$ cat src/rtl/octave_ctrl_if.sv
// Front-panel octave controller bus: raw buttons, note gate and arpeggio inputs,
// plus the octave select outputs consumed by the voice path.
interface octave_ctrl_if;
  logic       btn_up;
  logic       btn_down;
  logic       note_active;
  logic       arp_en;
  logic       arp_tick;
  logic [1:0] oct_switch;
  logic       oct_change;
  logic       busy;

  modport master (
    output btn_up, btn_down, note_active, arp_en, arp_tick,
    input  oct_switch, oct_change, busy
  );

  modport slave (
    input  btn_up, btn_down, note_active, arp_en, arp_tick,
    output oct_switch, oct_change, busy
  );
endinterface

$ cat src/rtl/octave_ctrl.sv
// Octave controller: button sync/debounce, request arbitration and note-gap deferred
// octave stepping. Define OCT_ARP_EN to include ping-pong auto-arpeggio stepping.
module octave_ctrl #(
  parameter int DEBOUNCE_CYCLES = 16,
  parameter bit WRAP            = 1'b1
) (
  input logic          clk,
  input logic          nrst,
  octave_ctrl_if.slave bus
);

  localparam int            CW       = $clog2(DEBOUNCE_CYCLES + 1);
  localparam logic [CW-1:0] CNT_ZERO = {CW{1'b0}};
  localparam logic [CW-1:0] CNT_ONE  = CW'(1);
  localparam logic [CW-1:0] CNT_LAST = CW'(DEBOUNCE_CYCLES - 1);
  localparam int            B_UP     = 0;
  localparam int            B_DN     = 1;

  typedef enum logic [1:0] {
    ST_IDLE  = 2'd0,
    ST_PEND  = 2'd1,
    ST_APPLY = 2'd2
  } state_t;

  function automatic logic [1:0] oct_step(input logic [1:0] oct, input logic up);
    logic [1:0] res;
    if (up) begin
      if (WRAP == 1'b1 || oct != 2'd3) res = oct + 2'd1;
      else                             res = oct;
    end else begin
      if (WRAP == 1'b1 || oct != 2'd0) res = oct - 2'd1;
      else                             res = oct;
    end
    return res;
  endfunction

  logic [1:0]    w_btn_raw;
  logic [1:0]    r_sync1;
  logic [1:0]    r_sync2;
  logic [1:0]    r_deb;
  logic [1:0]    r_deb_d;
  logic [1:0]    r_req;
  logic [CW-1:0] r_cnt [2];

  state_t        r_state;
  state_t        w_state_nxt;
  logic          r_pdir_up;
  logic          r_parp;
  logic          w_pdir_nxt;
  logic          w_parp_nxt;
  logic          w_eff_up;
  logic          w_eff_arp;
  logic          w_apply;
  logic          w_man_valid;
  logic          w_man_any;
  logic          w_arp_ok;
  logic          w_arp_up;
  logic [1:0]    w_target;
  logic [1:0]    r_oct;
  logic          r_change;
  logic          r_busy;

  assign w_btn_raw   = {bus.btn_down, bus.btn_up};
  assign w_man_valid = r_req[B_UP] ^ r_req[B_DN];
  assign w_man_any   = r_req[B_UP] | r_req[B_DN];

  // Synchronize, debounce and edge-detect both buttons
  always_ff @(posedge clk or negedge nrst) begin
    if (!nrst) begin
      r_sync1  <= 2'b00;
      r_sync2  <= 2'b00;
      r_deb    <= 2'b00;
      r_deb_d  <= 2'b00;
      r_req    <= 2'b00;
      r_cnt[0] <= CNT_ZERO;
      r_cnt[1] <= CNT_ZERO;
    end else begin
      r_sync1 <= w_btn_raw;
      r_sync2 <= r_sync1;
      r_deb_d <= r_deb;
      r_req   <= r_deb & ~r_deb_d;
      for (int b = 0; b < 2; b++) begin
        if (r_sync2[b] != r_deb[b]) begin
          if (r_cnt[b] == CNT_LAST) begin
            r_deb[b] <= ~r_deb[b];
            r_cnt[b] <= CNT_ZERO;
          end else begin
            r_cnt[b] <= r_cnt[b] + CNT_ONE;
          end
        end else begin
          r_cnt[b] <= CNT_ZERO;
        end
      end
    end
  end

`ifdef OCT_ARP_EN
  logic r_arp_up;

  assign w_arp_ok = bus.arp_en & bus.arp_tick & ~w_man_any;

  // Ping-pong direction turns around at the range ends, whatever WRAP says
  always_comb begin
    if (r_oct == 2'd3)      w_arp_up = 1'b0;
    else if (r_oct == 2'd0) w_arp_up = 1'b1;
    else                    w_arp_up = r_arp_up;
  end

  // Remember arpeggio direction only when an arpeggio step is applied
  always_ff @(posedge clk or negedge nrst) begin
    if (!nrst)                      r_arp_up <= 1'b1;
    else if (w_apply && w_eff_arp)  r_arp_up <= w_arp_up;
    else                            r_arp_up <= r_arp_up;
  end
`else
  logic w_unused_arp;

  assign w_arp_ok     = 1'b0;
  assign w_arp_up     = 1'b0;
  assign w_unused_arp = bus.arp_en ^ bus.arp_tick;
`endif

  // A fresh manual press while pending replaces the queued request
  always_comb begin
    if (r_state == ST_PEND && w_man_valid) begin
      w_eff_up  = r_req[B_UP];
      w_eff_arp = 1'b0;
    end else begin
      w_eff_up  = r_pdir_up;
      w_eff_arp = r_parp;
    end
  end

  assign w_target = oct_step(r_oct, w_eff_arp ? w_arp_up : w_eff_up);

  // Next-state logic
  always_comb begin
    w_state_nxt = r_state;
    w_pdir_nxt  = r_pdir_up;
    w_parp_nxt  = r_parp;
    w_apply     = 1'b0;
    case (r_state)
      ST_IDLE: begin
        if (w_man_valid) begin
          w_pdir_nxt  = r_req[B_UP];
          w_parp_nxt  = 1'b0;
          w_state_nxt = ST_PEND;
        end else if (w_arp_ok) begin
          w_parp_nxt  = 1'b1;
          w_state_nxt = ST_PEND;
        end else begin
          w_state_nxt = ST_IDLE;
        end
      end
      ST_PEND: begin
        w_pdir_nxt = w_eff_up;
        w_parp_nxt = w_eff_arp;
        if (!bus.note_active) begin
          if (w_target == r_oct) begin
            w_state_nxt = ST_IDLE;
          end else begin
            w_state_nxt = ST_APPLY;
            w_apply     = 1'b1;
          end
        end else begin
          w_state_nxt = ST_PEND;
        end
      end
      ST_APPLY: w_state_nxt = ST_IDLE;
      default:  w_state_nxt = ST_IDLE;
    endcase
  end

  // State, pending request and registered outputs
  always_ff @(posedge clk or negedge nrst) begin
    if (!nrst) begin
      r_state   <= ST_IDLE;
      r_pdir_up <= 1'b0;
      r_parp    <= 1'b0;
      r_oct     <= 2'd0;
      r_change  <= 1'b0;
      r_busy    <= 1'b0;
    end else begin
      r_state   <= w_state_nxt;
      r_pdir_up <= w_pdir_nxt;
      r_parp    <= w_parp_nxt;
      r_change  <= w_apply;
      r_busy    <= (w_state_nxt != ST_IDLE);
      if (w_apply) r_oct <= w_target;
      else         r_oct <= r_oct;
    end
  end

  assign bus.oct_switch = r_oct;
  assign bus.oct_change = r_change;
  assign bus.busy       = r_busy;

endmodule
$ cat src/flat_wrapper.sv
// flat-port wrapper written by rule: the top's interface ports become plain ports
module octave_ctrl_flat 
#(
  parameter int DEBOUNCE_CYCLES = 16,
  parameter bit WRAP            = 1'b1
)
  (clk, nrst, bus_btn_up, bus_btn_down, bus_note_active, bus_arp_en, bus_arp_tick, bus_oct_switch, bus_oct_change, bus_busy);
  octave_ctrl_if bus_i ();
  input logic clk;
  input logic nrst;
  input wire logic [$bits(bus_i.btn_up)-1:0] bus_btn_up;
  input wire logic [$bits(bus_i.btn_down)-1:0] bus_btn_down;
  input wire logic [$bits(bus_i.note_active)-1:0] bus_note_active;
  input wire logic [$bits(bus_i.arp_en)-1:0] bus_arp_en;
  input wire logic [$bits(bus_i.arp_tick)-1:0] bus_arp_tick;
  output wire logic [$bits(bus_i.oct_switch)-1:0] bus_oct_switch;
  output wire logic [$bits(bus_i.oct_change)-1:0] bus_oct_change;
  output wire logic [$bits(bus_i.busy)-1:0] bus_busy;
  assign bus_i.btn_up = bus_btn_up;
  assign bus_i.btn_down = bus_btn_down;
  assign bus_i.note_active = bus_note_active;
  assign bus_i.arp_en = bus_arp_en;
  assign bus_i.arp_tick = bus_arp_tick;
  assign bus_oct_switch = bus_i.oct_switch;
  assign bus_oct_change = bus_i.oct_change;
  assign bus_busy = bus_i.busy;
  octave_ctrl #(.DEBOUNCE_CYCLES(DEBOUNCE_CYCLES), .WRAP(WRAP)) u_core (.clk(clk), .nrst(nrst), .bus(bus_i));
endmodule
$ cat config.mk
export PLATFORM = sky130hd
export DESIGN_NAME = octave_ctrl_flat
export DESIGN_NICKNAME = d
export VERILOG_FILES = /design/src/rtl/octave_ctrl_if.sv /design/src/rtl/octave_ctrl.sv /design/src/flat_wrapper.sv
export SDC_FILE = /design/constraint.sdc
export NUM_CORES = 1
export LEC_CHECK = 0
export BUFFER_PORTS_ARGS = -buffer_cell sky130_fd_sc_hd__buf_2
export CAP_MARGIN = 0
export CORE_MARGIN = 8
export CORE_UTILIZATION = 30
export DETAILED_ROUTE_END_ITERATION = 12
export PLACE_DENSITY = 0.59
export SETUP_SLACK_MARGIN = 0.05
export SLEW_MARGIN = 30
export SYNTH_ARGS = -nofsm -noshare
export SYNTH_HDL_FRONTEND = slang
export SYNTH_SLANG_ARGS = --single-unit
export TNS_END_PERCENT = 100
$ cat constraint.sdc
create_clock -name clk -period 1.3 [get_ports clk]
set_clock_uncertainty 0.2 [all_clocks]
set_input_delay 0.065 -clock clk [delete_from_list [all_inputs] [get_ports clk]]
set_output_delay 0.065 -clock clk [all_outputs]
set_load 0.02 [all_outputs]
==> impl_metrics.csv, run 1 <==
group,metric,value,unit
routing,via_per_inst,4.18,
global_route,antenna_found_initial,0,
global_route,grt_pass1_wl,3010,um
finish,stdcell_area,0.00148,mm^2
pwr,cellPowerDensity,1250,mW/mm^2
logic_synthesis,yosysTopAreaCell,"dfrtp_1",
logic_synthesis,postSynthAreaPerCell,12.8,um^2
floorplan,pin_count,11,
timing,min_period,1.49,ns
clocking,holdBufCountCts,4,
timing,max_freq,673,MHz
logic_synthesis,synth_most_common_cell,"dfrtp_1",
run_status,outcome,"complete, but fails checks",
global_route,grt-ovfl-total,0,
clocking,cts_tree,"done",
timing,setup_viol,4,
pwr,ir_drop,551,uV
logic_synthesis,synth-seq-area-share,67.4,%
routing,wl,1800,um
logic_synthesis,ys.flop_type,"dfrtp_1",
run_status,violations,"hold timing, setup timing",
placement,dp_hpwl,1240,um
routing,drtPass1Iterations,2,
routing,final_antenna_net_count,0,
finish,antenna_cells,0,
placement,dpl_cell_area,0.00127,mm^2
finish,drive_above_1_share,41.2,%
logic_synthesis,synth-edff-count,0,
critical_path,end_kind,"register",
critical_path,required,1.35,ns
clocking,cts_buffers,3,
floorplan,coreArea,0.00334,mm^2
job,maxCapViolCount,0,
logic_synthesis,synth_fp_nets,90,
logic_synthesis,yosysUniqueCellTypes,20,
critical_path,worst-path-max-fanout,4,
floorplan,die_width,74.9,um
global_route,grt_max_degree,17,
critical_path,start_kind,"register",
logic_synthesis,syn_inst,81,
critical_path,crit_arrival,1.53,ns
floorplan,die_h,74.9,um
clocking,clock_path_buffers,2,
finish,area_growth,42.4,%
timing,fin_setup_tns,-0.363,ns
finish,layoutNonFillerInstCount,160,
logic_synthesis,synth_seq_cells,28,
timing,hold_slack,-0.0451,ns
clocking,root_buffer,"clkbuf_4",
routing,routed-via-count,669,
timing,finalMaxSlewViolations,0,
timing,worst_pin_slew,0.345,ns
logic_synthesis,synth-async-reset-ratio,100,%
finish,nets,124,
routing,drt_iter0_drc,25,
clocking,clk_pin_slew,0.15,ns
pwr,p_leak,0.723,nW
clocking,insertion_delay,0.32,ns
logic_synthesis,yosys_warnings,0,
timing,hold_viol,13,
logic_synthesis,synth.area.top_cells,"dfrtp_1 67%, xor2_1 7.6%, nor2_1 4.0%",
routing,drc_errors,0,
critical_path,critPathKind,"register to register",
floorplan,rows,21,
timing,rsz0062_at_grt,"yes",
logic_synthesis,netlist.area_leader.share,67.4,%
global_route,grtUsageTotal,7.11,%
timing,slew_headroom,77.0,%
routing,routedWlPerCell,11.3,um
floorplan,dieArea,0.00561,mm^2
placement,dp_cells,147,
clocking,htreeDepth,1,
logic_synthesis,synthTopCellsByCount,"28 x dfrtp_1, 11 x nor2_1, 9 x xor2_1",
worst_hold_path,hold_path.class,"primary input to asynchronous set/reset pin",
timing,timing.final.ws_setup,-0.187,ns
placement,place.gp.congestion,0.747,
placement,port_buffers,8,
logic_synthesis,syn-cell-area,0.00104,mm^2
timing,finalCritPeriodShare,114,%
clocking,cts_sinks,28,
finish,nFillCells,329,
global_route,grt_pass1_vias,721,
floorplan,initial_core_util,31.2,%
-- report_power, final --
group / leakage (nW) / switching (mW) / total [mW] / internal (mW)
combinational: 0.325 / 0.150 / 0.328 / 0.178
sequential: 0.370 / 0.0421 / 0.976 / 0.934
clock: 0.0279 / 0.241 / 0.553 / 0.312
-- area by class of cell --
cell class / count / area, um^2 / share of cell area [%]
Clock buffer: 3 / 22.5 / 1.52
Multi-Input combinational cell: 51 / 408 / 27.6
Timing Repair Buffer: 29 / 253 / 17.1
Clock inverter: 1 / 30.0 / 2.03
Inverter: 2 / 7.51 / 0.507
Sequential cell: 28 / 702 / 47.4
Tap cell: 46 / 57.6 / 3.89
-- registers in the layout, indices dropped and copies added (netlist names) --
| register | count |
|---|---|
| u_core.bus.busy | 1 |
| u_core.bus.oct_change | 1 |
| u_core.bus.oct_switch | 2 |
| u_core.r_cnt | 10 |
| u_core.r_deb | 2 |
| u_core.r_deb_d | 2 |
| u_core.r_parp | 1 |
| u_core.r_pdir_up | 1 |
| u_core.r_req | 2 |
| u_core.r_state | 2 |
| u_core.r_sync1 | 2 |
| u_core.r_sync2 | 2 |
-- routing by layer --
metal / global-route usage (%) / part of all wire [%] / vias to the layer above
met4: 4.57 / 2.1 / 0
met3: 1.60 / 3.2 / 2
met2: 12.4 / 49 / 10
met5: 0 / 0 / -
met1: 7.54 / 46 / 326
li1: - / - / 331
-- critical path, stage by stage, from the launching register on --
cell and delay (ns):
dfrtp_1 0.41, nand2b_4 0.15, or3_1 0.31, mux2i_1 0.18, xor2_1 0.17
-- cells by family (layout without fill, tap and decap cells) --
family                   count (synthesis)  count (layout)  share of synthesized area (%)
flip-flops                              28              28                           67.4
AND/OR/NAND/NOR                         28              28                           14.1
AO/OA/AOI/OAI                            9               9                           4.69
XOR/XNOR                                 9               9                           7.58
multiplexers                             3               3                           3.13
adder cells (fa/ha/maj)                  2               2                           2.41
buffers and inverters                    2              35                          0.722
-- final timing paths --
kind	from	end	slack, ns	cells after the start
max	u_core.r_state[1]	u_core.bus.oct_switch[1]	-0.19	4
min	nrst	u_core.r_deb[1]	-0.05	2
max reg2reg	u_core.r_state[1]	u_core.bus.oct_switch[1]	-0.19	4
min reg2reg	u_core.r_sync1[0]	u_core.r_sync2[0]	0.17	0
max in group asynchronous	nrst	u_core.r_pdir_up	0.55	3
min in group clk	bus_note_active	u_core.bus.oct_switch[1]	-0.02	4
-- through the flow --
step / worst slack (ns) / power (mW) / utilization [%]
after detailed placement: -0.191 / 1.24 / 38.0
after global routing: -0.232 / 1.96 / 44.4
after CTS: -0.205 / 1.86 / 42.9
after global placement: -0.107 / 1.23 / 38.0
after floorplan: -0.0978 / 1.10 / -
final: -0.187 / 1.86 / 44.4
-- timing repair --
item,in CTS,in global routing
buffers inserted,3,3
resized for setup,12,10
setup endpoints to repair,13,15
pin swaps,9,8
hold endpoints to repair,34,13
-- layout by cell type, fill, tap and decap left out, types with 2 or more instances in the layout --
master / netlist / routed
xor2_2: 0 / 2
o21ai_2: 0 / 2
clkbuf_4: 0 / 3
buf_6: 0 / 8
nor2b_1: 4 / 3
o21ai_1: 1 / 3
and3_1: 2 / 2
buf_4: 0 / 9
inv_1: 2 / 2
dfrtp_1: 28 / 27
nor2_1: 11 / 8
dlygate4sd3_1: 0 / 4
and2_1: 3 / 3
nand3_2: 0 / 2
nor2_2: 0 / 2
xor2_1: 9 / 7
ha_2: 0 / 2
buf_2: 0 / 7
mux2_4: 0 / 2
Power figures use the tool's default switching activity.
==> run 2: changes to the inputs <==
--- a/config.mk
+++ b/config.mk
@@ -10,7 +10,7 @@
 export CORE_MARGIN = 8
 export CORE_UTILIZATION = 30
 export DETAILED_ROUTE_END_ITERATION = 12
-export PLACE_DENSITY = 0.59
+export PLACE_DENSITY = 0.57
 export SETUP_SLACK_MARGIN = 0.05
 export SLEW_MARGIN = 30
 export SYNTH_ARGS = -nofsm -noshare
==> constraint.sdc (replaced) <==
create_clock -name clk -period 1.9 [get_ports clk]
set_clock_uncertainty 0.2 [all_clocks]
set_input_delay 0.095 -clock clk [delete_from_list [all_inputs] [get_ports clk]]
set_output_delay 0.095 -clock clk [all_outputs]
set_load 0.02 [all_outputs]
==> run 2 against run 1 <==
Compared with the run above:
- the flow now finishes without violations
- worst setup slack better by 0.58 ns
- cell area shrank 18%
- final cell count is 11% lower
- flip-flop and latch count did not move
- fmax decreased by 1.3%
- sequential share of layout area increased by 10 points
- total power decreased by 43%
- clock-buffer cell count up 1
- critical path type unchanged
- largest cell class unchanged
- largest power group unchanged
==> impl_metrics.csv, run 2 (synthesized netlist as in run 1, its figures left out) <==
group,metric,value,unit
global_route,grt_pass1_vias,607,
critical_path,worstReg2RegEnd,"u_core.bus.oct_switch[1]",
finish,drive_above_1_share,15.5,%
timing,finalCritPeriodShare,79.3,%
finish,layoutNonFillerInstCount,143,
clocking,htreeDepth,1,
critical_path,crit_family,"flip-flops",
finish,top_register,"u_core.r_cnt",
critical_path,r2r_cells,5,
routing,routed-via-count,584,
run_status,outcome,"complete, no violations",
critical_path,worst-path-max-fanout,5,
routing,via_per_inst,4.08,
routing,final_antenna_net_count,0,
clocking,cts_buffers,3,
critical_path,r2r_start,"u_core.r_state[1]",
floorplan,dieArea,0.00561,mm^2
floorplan,rows,21,
clocking,clk_pin_slew,0.13,ns
finish,mostFrequentLayoutCells,"28 x dfrtp_1, 11 x nor2_1, 9 x xor2_1, 8 x buf_2",
clocking,root_buffer,"clkbuf_4",
routing,drc_errors,0,
floorplan,coreArea,0.00334,mm^2
global_route,grtUsageTotal,5.97,%
critical_path,crit_slowest_cell,"dfrtp_1",
critical_path,path_buf_inv,0,
clocking,cts_sinks,28,
placement,port_buffers,8,
floorplan,pin_count,11,
critical_path,crit_arrival,1.56,ns
critical_path,critical_path.max_stage_delay,0.43,ns
routing,wl,1410,um
routing,routedWlPerCell,9.85,um
finish,largest_reg_flops,10,
clocking,post_cts_buffers,0,
timing,worst_pin_slew,0.590,ns
clocking,insertion_delay,0.31,ns
critical_path,worstSetupStartpoint,"u_core.r_state[1]",
clocking,cts_tree,"done",
global_route,grt_max_degree,29,
timing,min_period,1.51,ns
global_route,grt_pass1_wl,2600,um
timing,finalMaxSlewViolations,0,
timing,setup_viol,0,
timing,slew_headroom,60.7,%
worst_hold_path,hold_path.class,"primary input to asynchronous set/reset pin",
critical_path,crit_end,"u_core.bus.oct_switch[1]",
timing,rsz0062_at_grt,"no",
finish,area_growth,16.7,%
critical_path,cp_num_cells,5,
floorplan,die_width,74.9,um
finish,antenna_cells,0,
pwr,p_leak,0.616,nW
finish,layout_commonest_cell,"dfrtp_1",
routing,drt_iter0_drc,21,
timing,fin_setup_tns,0,ns
critical_path,required,1.95,ns
placement,dp_cells,135,
routing,drtPass1Iterations,4,
critical_path,start_kind,"register",
timing,hold_viol,0,
placement,pre_cts_ws,0.397,ns
pwr,ir_drop,389,uV
placement,dpl_cell_area,0.00114,mm^2
placement,place.gp.congestion,0.783,
critical_path,r2r_setup_slack,0.39,ns
finish,stdcell_area,0.00121,mm^2
floorplan,initial_core_util,31.2,%
global_route,antenna_found_initial,0,
critical_path,end_kind,"register",
timing,max_freq,664,MHz
critical_path,critPathKind,"register to register",
global_route,grt-ovfl-total,0,
pwr,cellPowerDensity,879,mW/mm^2
finish,nets,107,
clocking,clock_path_buffers,2,
timing,timing.final.ws_setup,0.394,ns
pwr,power.total,1.07,mW
placement,dp_hpwl,1020,um
finish,nFillCells,339,
floorplan,die_h,74.9,um
critical_path,crit_chain,"nand2b_4 > o21ai_1 > a21oi_1 > mux2i_1 > xor2_1",
job,maxCapViolCount,0,
## run 2: cell types whose count changed in the layout (fill, tap and decap cells not counted), sizes merged
cell / delta
buf: -17
bufinv: -1
clkbuf: +1
## run 2: repair_timing
item                                   CTS  global route
endpoints found under the hold margin   34             0
hold buffers                             4             0
gates resized for setup                  0             0
## run 2: worst min path at each step
stage               start           endpoint  cells past startpoint
floorplan            nrst    u_core.bus.busy                      0
global placement     nrst    u_core.bus.busy                      1
detailed placement   nrst    u_core.bus.busy                      1
CTS                  nrst    u_core.bus.busy                      2
global route         nrst    u_core.bus.busy                      2
finish               nrst  u_core.r_state[0]                      2
## run 2: final cells by class
| class | count | area [um^2] | share of cell area, % |
|---|---|---|---|
| timing repair buffer | 12 | 80.1 | 6.60 |
| tap | 46 | 57.6 | 4.74 |
| clock buffer | 4 | 36.3 | 2.99 |
| multi-input combinational | 51 | 332 | 27.3 |
| inverter | 2 | 7.51 | 0.619 |
| sequential | 28 | 701 | 57.7 |
## run 2: where the power goes
part / switching (mW) / total (mW) / internal, mW
logic: 0.0746 / 0.125 / 0.0501
registers: 0.0333 / 0.670 / 0.637
clock network: 0.154 / 0.272 / 0.117
total: 0.262 / 1.07 / 0.804
## run 2: stage by stage
stage | util, % | hold WS (ns)
5_1_grt | 36.4 | 0.152
3_3_place_gp | 34.1 | -0.0675
4_1_cts | 36.4 | 0.106
3_5_place_dp | 34.1 | -0.0607
6_report | 36.4 | 0.0956
2_1_floorplan | - | -0.401
## run 2: layer usage
metal  share of wire [%]  GRT usage, %  up-vias
met1                  49          7.60      272
met2                  43          8.64       12
met3                 6.0          2.00        2
met4                 1.9          3.26        0
li1                    -             -      298
met5                   0             0        -
==> run 3: changes to the inputs <==
--- a/config.mk
+++ b/config.mk
@@ -10,7 +10,7 @@
 export CORE_MARGIN = 8
 export CORE_UTILIZATION = 30
 export DETAILED_ROUTE_END_ITERATION = 12
-export PLACE_DENSITY = 0.57
+export PLACE_DENSITY = 0.59
 export SETUP_SLACK_MARGIN = 0.05
 export SLEW_MARGIN = 30
 export SYNTH_ARGS = -nofsm -noshare
==> constraint.sdc (replaced) <==
create_clock -name clk -period 1.35 [get_ports clk]
set_clock_uncertainty 0.2 [all_clocks]
set_input_delay 0.0675 -clock clk [delete_from_list [all_inputs] [get_ports clk]]
set_output_delay 0.0675 -clock clk [all_outputs]
set_load 0.02 [all_outputs]
==> run 3 against run 2 <==
Compared with the run above:
- the flow now finishes with violations (hold timing, setup timing)
- hold slack lost 0.15 ns
- worst setup slack worse by 0.53 ns
- clock power increased by 97%
- fmax up 1.3%
- cell area increased by 22%
- total power rose by 69%
- largest cell class unchanged
- largest power group unchanged
- highest routed layer unchanged
==> impl_metrics.csv, run 3 (synthesized netlist as in run 1, its figures left out) <==
group,metric,value,unit
floorplan,die_width,74.9,um
clocking,cts_sinks,28,
critical_path,worst-path-max-fanout,2,
critical_path,path_buf_inv,0,
routing,drtPass1Iterations,2,
clocking,htreeDepth,1,
critical_path,end_kind,"register",
clocking,holdBufCountCts,4,
routing,wl,1820,um
clocking,clock_path_buffers,2,
timing,hold_viol,13,
finish,drive_above_1_share,43.0,%
clocking,clk_pin_slew,0.15,ns
placement,dp_hpwl,1280,um
critical_path,crit_chain,"nor2b_2 > o21ai_1 > a21oi_2 > mux2i_1 > xor2_1",
global_route,grtUsageTotal,7.50,%
finish,largest_reg_flops,10,
timing,timing.final.ws_setup,-0.137,ns
global_route,grt_pass1_vias,722,
placement,dpl_cell_area,0.00126,mm^2
routing,routed-via-count,690,
routing,drc_errors,0,
finish,nets,124,
routing,drt_iter0_drc,10,
clocking,root_buffer,"clkbuf_4",
global_route,antenna_found_initial,0,
pwr,ir_drop,517,uV
critical_path,critical_path.max_stage_delay,0.42,ns
timing,setup_viol,2,
finish,mostFrequentLayoutCells,"26 x dfrtp_1, 14 x buf_4, 9 x nor2_1, 7 x xor2_1, 7 x buf_2",
floorplan,initial_core_util,31.2,%
critical_path,critPathKind,"register to register",
placement,pre_cts_ws,-0.123,ns
pwr,cellPowerDensity,1220,mW/mm^2
timing,max_freq,673,MHz
timing,finalCritPeriodShare,110,%
timing,finalMaxSlewViolations,0,
routing,via_per_inst,4.31,
placement,port_buffers,8,
critical_path,start_kind,"register",
critical_path,required,1.40,ns
timing,hold_slack,-0.0531,ns
placement,place.gp.congestion,0.719,
global_route,grt-ovfl-total,0,
finish,antenna_cells,0,
job,maxCapViolCount,0,
routing,routedWlPerCell,11.4,um
floorplan,die_h,74.9,um
routing,final_antenna_net_count,0,
global_route,grt_pass1_wl,3130,um
finish,layout_commonest_cell,"dfrtp_1",
timing,rsz0062_at_grt,"yes",
critical_path,crit_slowest_cell,"dfrtp_1",
critical_path,worstSetupStartpoint,"u_core.r_parp",
finish,area_growth,42.4,%
floorplan,dieArea,0.00561,mm^2
finish,stdcell_area,0.00148,mm^2
global_route,grt_max_degree,17,
floorplan,coreArea,0.00334,mm^2
clocking,cts_tree,"done",
critical_path,crit_family,"flip-flops",
timing,fin_setup_tns,-0.189,ns
clocking,cts_buffers,3,
clocking,insertion_delay,0.33,ns
worst_hold_path,hold_path.class,"primary input to asynchronous set/reset pin",
finish,top_register,"u_core.r_cnt",
placement,dp_cells,146,
floorplan,pin_count,11,
run_status,violations,"hold timing, setup timing",
timing,slew_headroom,77.9,%
timing,worst_pin_slew,0.332,ns
timing,min_period,1.49,ns
floorplan,rows,21,
critical_path,r2r_start,"u_core.r_parp",
run_status,outcome,"complete, but fails checks",
pwr,p_leak,0.716,nW
finish,layoutNonFillerInstCount,160,
critical_path,crit_arrival,1.54,ns
==> run 3: changes by cell type in the layout (fill, tap and decap cells not counted), sizes merged <==
| cell | before | now |
|---|---|---|
| clkbuf | 4 | 3 |
| buf | 8 | 25 |
| bufinv | 0 | 1 |
==> run 3: area by class of cell <==
type | count | area, um^2
Fill cell | 318 | 1860
Multi-Input combinational cell | 51 | 425
Clock inverter | 1 | 30.0
Timing Repair Buffer | 29 | 234
Inverter | 2 | 7.51
Tap cell | 46 | 57.6
Clock buffer | 3 | 22.5
Sequential cell | 28 | 703
==> run 3: path summary, 6_finish.rpt <==
| check | end | slack, ns | cells past startpoint |
|---|---|---|---|
| worst max-delay path | u_core.bus.oct_switch[1] | -0.14 | 5 |
| worst min-delay path | u_core.r_deb_d[1] | -0.05 | 2 |
| worst max register to register | u_core.bus.oct_switch[1] | -0.14 | 5 |
| worst min register to register | u_core.r_sync2[1] | 0.16 | 0 |
| max in group asynchronous | u_core.r_sync1[1] | 0.61 | 3 |
| min in group clk | u_core.bus.oct_switch[1] | -0.01 | 4 |
==> run 3: power by group <==
group	leakage, nW	internal [mW]	switching, mW
Sequential	0.369	0.900	0.0433
Clock	0.0279	0.300	0.236
Combinational	0.320	0.175	0.146
Total	0.716	1.38	0.426
==> run 3: routing by layer <==
layer	vias to the layer above	wire length [um]	track usage (%)
met5	-	0	0
met4	0	38	6.52
met3	2	88	1.46
met2	10	918	11.5
met1	346	777	8.73
li1	332	-	-
==> run 3: stage by stage <==
stage                     util, %  total power, mW
after global routing         44.4             1.90
after floorplan                 -             1.06
after CTS                    42.1             1.80
after global placement       37.8             1.18
final                        44.4             1.80
after detailed placement     37.8             1.19
==> run 3: repair_timing <==
action	in CTS	in global routing
setup buffers	4	4
hold endpoints to repair	34	13
resized for setup	7	14
setup endpoints to repair	10	15
pin swaps	5	4
